`src/rtl/mulfx_pkg.sv`:
```
// Shared types and helpers for the sequential fixed-point multiplier:
// FSM state encoding, iteration count and saturation limits.
package mulfx_pkg;

    typedef enum logic [1:0] {
        IDLE = 2'd0,
        RUN  = 2'd1,
        HOLD = 2'd2
    } state_t;

    // Wide enough to hold any clamp limit for operands up to 64 bits.
    localparam int SAT_W = 130;

    function automatic int iters(input int width, input int bpc);
        return width / bpc;
    endfunction

    function automatic logic signed [SAT_W-1:0] sat_max(input int width, input logic sgn);
        logic signed [SAT_W-1:0] one_v;
        one_v = {{(SAT_W-1){1'b0}}, 1'b1};
        if (sgn) begin
            sat_max = (one_v << (width - 1)) - one_v;
        end else begin
            sat_max = (one_v << width) - one_v;
        end
    endfunction

    function automatic logic signed [SAT_W-1:0] sat_min(input int width, input logic sgn);
        logic signed [SAT_W-1:0] one_v;
        one_v = {{(SAT_W-1){1'b0}}, 1'b1};
        if (sgn) begin
            sat_min = -(one_v << (width - 1));
        end else begin
            sat_min = {SAT_W{1'b0}};
        end
    endfunction

endpackage

```
`src/rtl/mulfx_scale.sv`:
```
// Combinational post-processing of the full product: optional round-half-up,
// FRAC_BITS right shift (arithmetic when signed) and clamp to WIDTH bits.
module mulfx_scale
    import mulfx_pkg::*;
#(
    parameter int WIDTH     = 8,
    parameter int FRAC_BITS = 0
) (
    input  logic [2*WIDTH-1:0] product,
    input  logic               sgn,
    input  logic               rnd,
    output logic [WIDTH-1:0]   result,
    output logic               ovf
);

    localparam int TW = 2*WIDTH + 1;
    localparam logic signed [TW-1:0] BIAS = TW'((1 << FRAC_BITS) >> 1);

    logic signed [TW-1:0]    ext_s;
    logic signed [TW-1:0]    bias_s;
    logic signed [TW-1:0]    t_s;
    logic signed [TW-1:0]    sh_s;
    logic signed [SAT_W-1:0] sh_wide_s;
    logic signed [SAT_W-1:0] max_s;
    logic signed [SAT_W-1:0] min_s;

    // Extend, bias, shift, then compare against the clamp window.
    always_comb begin
        ext_s     = sgn ? {product[2*WIDTH-1], product} : {1'b0, product};
        bias_s    = rnd ? BIAS : {TW{1'b0}};
        t_s       = ext_s + bias_s;
        sh_s      = t_s >>> FRAC_BITS;
        sh_wide_s = {{(SAT_W-TW){sh_s[TW-1]}}, sh_s};
        max_s     = sat_max(WIDTH, sgn);
        min_s     = sat_min(WIDTH, sgn);
        result    = sh_s[WIDTH-1:0];
        ovf       = 1'b0;
        if (sh_wide_s > max_s) begin
            result = max_s[WIDTH-1:0];
            ovf    = 1'b1;
        end else if (sh_wide_s < min_s) begin
            result = min_s[WIDTH-1:0];
            ovf    = 1'b1;
        end else begin
            result = sh_s[WIDTH-1:0];
            ovf    = 1'b0;
        end
    end

endmodule

```
`src/rtl/mulfx_seq_core.sv`:
```
// Sequential shift-and-add fixed-point multiplier with valid/ready on both sides.
// Define MULFX_SIGNED_EN to honour in_signed (magnitude multiply + negate, signed clamp).
module mulfx_seq_core
    import mulfx_pkg::*;
#(
    parameter int WIDTH          = 8,
    parameter int BITS_PER_CYCLE = 1,
    parameter int FRAC_BITS      = 0
) (
    input  logic                 clk,
    input  logic                 rst_n,
    input  logic                 in_valid,
    output logic                 in_ready,
    input  logic [WIDTH-1:0]     in_a,
    input  logic [WIDTH-1:0]     in_b,
    input  logic                 in_signed,
    input  logic                 in_round,
    output logic                 out_valid,
    input  logic                 out_ready,
    output logic [2*WIDTH-1:0]   out_product,
    output logic [WIDTH-1:0]     out_result,
    output logic                 out_ovf,
    output logic                 busy
);

    localparam int ITERS = iters(WIDTH, BITS_PER_CYCLE);
    localparam int CW    = $clog2(ITERS + 1);

    state_t             state_r, state_nxt_s;
    logic [CW-1:0]      cnt_r;
    logic [2*WIDTH-1:0] acc_r, mcand_r, pp_s, acc_nxt_s, prod_s;
    logic [WIDTH-1:0]   mult_r, a_mag_s, b_mag_s;
    logic               neg_r, sgn_r, rnd_r;
    logic               sgn_eff_s, neg_in_s;
    logic               accept_s, last_s;
    logic [WIDTH-1:0]   res_s;
    logic               ovf_s;
    logic               out_valid_r, out_ovf_r, busy_r;
    logic [2*WIDTH-1:0] out_product_r;
    logic [WIDTH-1:0]   out_result_r;

    assign in_ready = rst_n & ((state_r == IDLE) | ((state_r == HOLD) & out_ready));
    assign accept_s = in_valid & in_ready;
    assign last_s   = (state_r == RUN) && (cnt_r == CW'(1));

`ifdef MULFX_SIGNED_EN
    // Operand magnitudes and result sign; |-2^(WIDTH-1)| still fits WIDTH unsigned bits.
    always_comb begin
        sgn_eff_s = in_signed;
        a_mag_s   = (in_signed && in_a[WIDTH-1]) ? (~in_a + {{(WIDTH-1){1'b0}}, 1'b1}) : in_a;
        b_mag_s   = (in_signed && in_b[WIDTH-1]) ? (~in_b + {{(WIDTH-1){1'b0}}, 1'b1}) : in_b;
        neg_in_s  = in_signed & (in_a[WIDTH-1] ^ in_b[WIDTH-1]);
    end
    assign prod_s = neg_r ? (~acc_nxt_s + {{(2*WIDTH-1){1'b0}}, 1'b1}) : acc_nxt_s;
`else
    logic sgn_unused_s;
    assign sgn_eff_s    = 1'b0;
    assign a_mag_s      = in_a;
    assign b_mag_s      = in_b;
    assign neg_in_s     = 1'b0;
    assign prod_s       = acc_nxt_s;
    assign sgn_unused_s = in_signed | neg_r;
`endif

    // Partial product for the multiplier digit retired this cycle.
    always_comb begin
        pp_s = {(2*WIDTH){1'b0}};
        for (int i = 0; i < BITS_PER_CYCLE; i++) begin
            pp_s = pp_s + ((mcand_r << i) & {(2*WIDTH){mult_r[i]}});
        end
        acc_nxt_s = acc_r + pp_s;
    end

    mulfx_scale #(
        .WIDTH     (WIDTH),
        .FRAC_BITS (FRAC_BITS)
    ) u_scale (
        .product (prod_s),
        .sgn     (sgn_r),
        .rnd     (rnd_r),
        .result  (res_s),
        .ovf     (ovf_s)
    );

    // FSM state register.
    always_ff @(posedge clk) begin
        if (!rst_n) begin
            state_r <= IDLE;
        end else begin
            state_r <= state_nxt_s;
        end
    end

    // FSM next-state logic.
    always_comb begin
        state_nxt_s = state_r;
        case (state_r)
            IDLE: begin
                if (accept_s) state_nxt_s = RUN;
                else          state_nxt_s = IDLE;
            end
            RUN: begin
                if (last_s) state_nxt_s = HOLD;
                else        state_nxt_s = RUN;
            end
            HOLD: begin
                if (out_ready) state_nxt_s = accept_s ? RUN : IDLE;
                else           state_nxt_s = HOLD;
            end
            default: state_nxt_s = IDLE;
        endcase
    end

    // Operand capture and shift-and-add iteration.
    always_ff @(posedge clk) begin
        if (!rst_n) begin
            cnt_r   <= {CW{1'b0}};
            acc_r   <= {(2*WIDTH){1'b0}};
            mcand_r <= {(2*WIDTH){1'b0}};
            mult_r  <= {WIDTH{1'b0}};
            neg_r   <= 1'b0;
            sgn_r   <= 1'b0;
            rnd_r   <= 1'b0;
        end else if (accept_s) begin
            cnt_r   <= CW'(ITERS);
            acc_r   <= {(2*WIDTH){1'b0}};
            mcand_r <= {{WIDTH{1'b0}}, a_mag_s};
            mult_r  <= b_mag_s;
            neg_r   <= neg_in_s;
            sgn_r   <= sgn_eff_s;
            rnd_r   <= in_round;
        end else if (state_r == RUN) begin
            cnt_r   <= cnt_r - CW'(1);
            acc_r   <= acc_nxt_s;
            mcand_r <= mcand_r << BITS_PER_CYCLE;
            mult_r  <= mult_r >> BITS_PER_CYCLE;
        end
    end

    // Result registers: loaded on the last iteration, held until the consumer takes them.
    always_ff @(posedge clk) begin
        if (!rst_n) begin
            out_valid_r   <= 1'b0;
            out_product_r <= {(2*WIDTH){1'b0}};
            out_result_r  <= {WIDTH{1'b0}};
            out_ovf_r     <= 1'b0;
            busy_r        <= 1'b0;
        end else begin
            busy_r <= (state_nxt_s == RUN);
            if (last_s) begin
                out_valid_r   <= 1'b1;
                out_product_r <= prod_s;
                out_result_r  <= res_s;
                out_ovf_r     <= ovf_s;
            end else if ((state_r == HOLD) && out_ready) begin
                out_valid_r <= 1'b0;
            end
        end
    end

    assign out_valid   = out_valid_r;
    assign out_product = out_product_r;
    assign out_result  = out_result_r;
    assign out_ovf     = out_ovf_r;
    assign busy        = busy_r;

endmodule

```
`config.mk`:
```
export PLATFORM = sky130hd
export DESIGN_NAME = mulfx_seq_core
export DESIGN_NICKNAME = d
export VERILOG_FILES = /design/src/rtl/mulfx_pkg.sv /design/src/rtl/mulfx_scale.sv /design/src/rtl/mulfx_seq_core.sv
export SDC_FILE = /design/constraint.sdc
export NUM_CORES = 1
export LEC_CHECK = 0
export CAP_MARGIN = 20
export CORE_ASPECT_RATIO = 0.5
export CORE_MARGIN = 2
export CORE_UTILIZATION = 35
export CTS_BUF_LIST = sky130_fd_sc_hd__clkbuf_4 sky130_fd_sc_hd__clkbuf_8
export DETAILED_ROUTE_END_ITERATION = 7
export GPL_TIMING_DRIVEN = 0
export HOLD_SLACK_MARGIN = 0.1
export PLACE_DENSITY = 0.56
export REMOVE_ABC_BUFFERS = 1
export SLEW_MARGIN = 40
export SYNTH_ARGS = -nofsm -noshare
export SYNTH_HDL_FRONTEND = slang
export SYNTH_SLANG_ARGS = --single-unit
```
`constraint.sdc`:
```
create_clock -name clk -period 6 [get_ports clk]
set_input_delay 1.2 -clock clk [delete_from_list [all_inputs] [get_ports clk]]
set_output_delay 1.2 -clock clk [all_outputs]
set_load 0.02 [all_outputs]
```
==> flow_summary.toml <==
[outcome]
status = "finished clean"

[placed_design]
dpl.hpwl_um = 5910
place_area_mm2 = 0.00418
io_buffers = 47
place_congestion = 0.797

[synthesis]
synthFlopType = "dfxtp_1"
ys_seq_area_share_pct = 40.7
syn-cell-area_mm2 = 0.00359
synth_mux_area_share_pct = 0
synthCells = 443
yosys_register_bits = 73
synthSimpleGateAreaFrac_pct = 21.3
async_reset_ff_share_pct = 0
synth_compound_area_share_pct = 23.6
synth-adder-area-share_pct = 6.48
synth.most_common_cell = "nand2_1"
ys_types = 53
ys_top_cells_by_count = "87 x nand2_1, 73 x dfxtp_1, 58 x a21oi_1"
synthTopCellsByArea = "dfxtp_1 41%, nand2_1 9.1%, a21oi_1 8.1%"
synth-xor-area-share_pct = 4.28
synth_top_family_by_area = "compound AO/OA/AOI/OAI gates"
syn_area_per_cell_um2 = 8.11
ys_warn_count = 0
yosysTopAreaCell = "dfxtp_1"
synth_edf_count = 0
synth.top_cell.area_share_pct = 40.7

[clocking]
cts-root-buf = "clkbuf_8"
clock_latency_ns = 0.36
post_cts_buffers = 0
cts_made_buffers = 9
clock_path_buffers = 2
cts.hold.buffers_added = 0
cts_tree = "yes"
cts_resized = 0
cts.clk_slew.worst_paths_ns = 0.08
cts.sinks = 73
htreeDepth = 3

[power_and_ir_drop]
ir_drop_uv = 96.6
power.leakage_nw = 1.58
power_density_mw_per_mm2 = 229

[finish]
layout-drive-gt1-share_pct = 7.48
diodes = 0
syn2layout_area_growth_pct = 22.1
final_area_mm2 = 0.00439
final_nets = 517

[grt]
grt_max_degree = 39
antenna_found_initial = 0
grt_pass1_wl_um = 13800
grt_remaining_overflow = 0
grt.total_usage_pct = 15.7
grt_pass1_vias = 2877

[die]
dieArea_mm2 = 0.0111
die_h_um = 75.6
num_rows = 26
ios = 50
start_util_pct = 35.6
die_w_um = 147
core-area_mm2 = 0.0101

[route]
dr.pass1.iters = 5
drtIter0Drc = 135
drc = 0
num_vias = 3119
antenna_left = 0
wirelength_um = 8430
routed_via_density = 5.02
wl_per_cell_um = 13.6

[sta]
rsz0062_at_grt = "false"
fin_crit_sh_pct = 82.6
clock.fmax_mhz = 202
slew_violations = 0
final_hold_viol_count = 0
slew_headroom_pct = 51.3
clock_skew_ns = 0.0122
worstMarginPinSlew_ns = 0.728
finalSetupViolCount = 0
tns_ns = 0
min_period_ns = 4.96

[critical_path]
crit_top_cell = "clkdlybuf4s50_1"
path_class = "in2out"
cp_num_buf_inv = 3
rrSetupSlack_ns = 2.71
worstSetupStartpoint = "rst_n"
reg2reg_from = "mult_r[0]"
cp-end-kind = "output port"
reg2regPathDepth = 10
cp_cell_sequence = "clkdlybuf4s50_1 > clkinv_2 > a211oi_1 > clkdlybuf4s50_1"
cp_data_arrival_time_ns = 3.76
max_stage_delay_ns = 0.78
rr_endpoint = "out_result[3]"
cp_top_family = "buffers and inverters"
critPathSlowestCell = "clkdlybuf4s50_1"
path_max_fanout = 36
cp.required_ns = 4.80
startpoint_type = "input port"

[worst_hold_path]
hold_depth = 2
hold_path.startpoint = "mult_r[3]"
min_to = "mult_r[3]"
hold_class = "reg2reg"

[job]
drv_cap = 0
[kinds of logic (layout without fill, tap and decap cells)]
family                   count (synthesis)  count (layout)
AO/OA/AOI/OAI                          133             133
XOR/XNOR                                16              16
adder cells (fa/ha/maj)                 18              18
buffers and inverters                   32              70
flip-flops                              73              73
AND/OR/NAND/NOR                        171             171
[worst reg2reg max path, cell delays in order (launching register included)]
cell and delay (ns):
dfxtp_1 0.47, and2_1 0.22, ha_1 0.22, fa_1 0.46, a211oi_2 0.25, o211ai_1 0.18
a31o_2 0.31, o22ai_1 0.17, xnor2_1 0.17, nor3b_2 0.57, a31oi_1 0.16
[cell usage in the layout (no fill, tap or decap), types with 2 or more instances in the layout]
cell and count:
clkbuf_8 10, a21oi_1 58, a211oi_1 7, xor2_1 8, a31o_2 2, dfxtp_1 73
o211ai_1 5, nor2_1 43, ha_1 17, nand3_1 3, a21boi_0 2, o21ai_0 17
nand2_1 86, inv_1 6, a311oi_1 7, nor3_1 4, a21o_1 2, a211oi_2 3
clkdlybuf4s50_1 47, a22oi_1 7, a31oi_1 9, xnor2_1 7, clkinvlp_4 2, or2_2 2
and2_1 19, a221oi_1 2
[through the flow]
| step | worst slack [ns] | power [mW] | hold slack (ns) | utilization [%] | instances |
|---|---|---|---|---|---|
| global placement | 0.424 | 0.617 | 0.443 | 41.0 | 605 |
| global route | 0.810 | 1.05 | 0.480 | 43.5 | 621 |
| floorplan | 2.11 | 0.576 | 0.436 | - | 418 |
| detailed placement | 1.03 | 0.622 | 0.446 | 41.4 | 606 |
| CTS | 1.01 | 1.02 | 0.458 | 43.4 | 621 |
| finish | 1.04 | 1.01 | 0.459 | 43.5 | 621 |
[sequential cells by signal, indices dropped and copies added (netlist names)]
register,cells
acc_r,16
mcand_r,16
out_product,16
mult_r,8
out_result,8
cnt_r,4
state_r,2
busy,1
out_ovf,1
out_valid,1
[worst max path at each step]
stage                      endpoint  slack, ns  cells after the start
after floorplan           acc_r[13]       2.11                      5
after global placement     in_ready       0.42                      4
after detailed placement   in_ready       1.03                      4
after CTS                  in_ready       1.01                      4
after global routing       in_ready       0.81                      4
final                      in_ready       1.04                      4
[layout make-up]
class | count | area [µm²]
timing repair buffer | 48 | 498
fill | 1036 | 5700
inverter | 7 | 27.5
sequential | 73 | 1460
clock buffer | 11 | 145
clock inverter | 4 | 53.8
tap | 140 | 175
multi-input combinational | 338 | 2020
[layer usage]
layer | wire [µm] | GRT usage [%] | part of all wire (%) | up-vias
li1 | - | - | - | 1614
met2 | 3720 | 25.2 | 44 | 43
met3 | 261 | 4.49 | 3.1 | 9
met4 | 97 | 4.81 | 1.2 | 0
met1 | 4350 | 20.9 | 52 | 1453
met5 | 0 | 0 | 0 | -
[power by group]
| part | internal [mW] | total, mW | switching, mW |
|---|---|---|---|
| clock | 0.207 | 0.395 | 0.189 |
| sequential | 0.499 | 0.511 | 0.0120 |
| combinational | 0.0410 | 0.100 | 0.0594 |
| total | 0.746 | 1.01 | 0.260 |
Power figures use the tool's default switching activity.
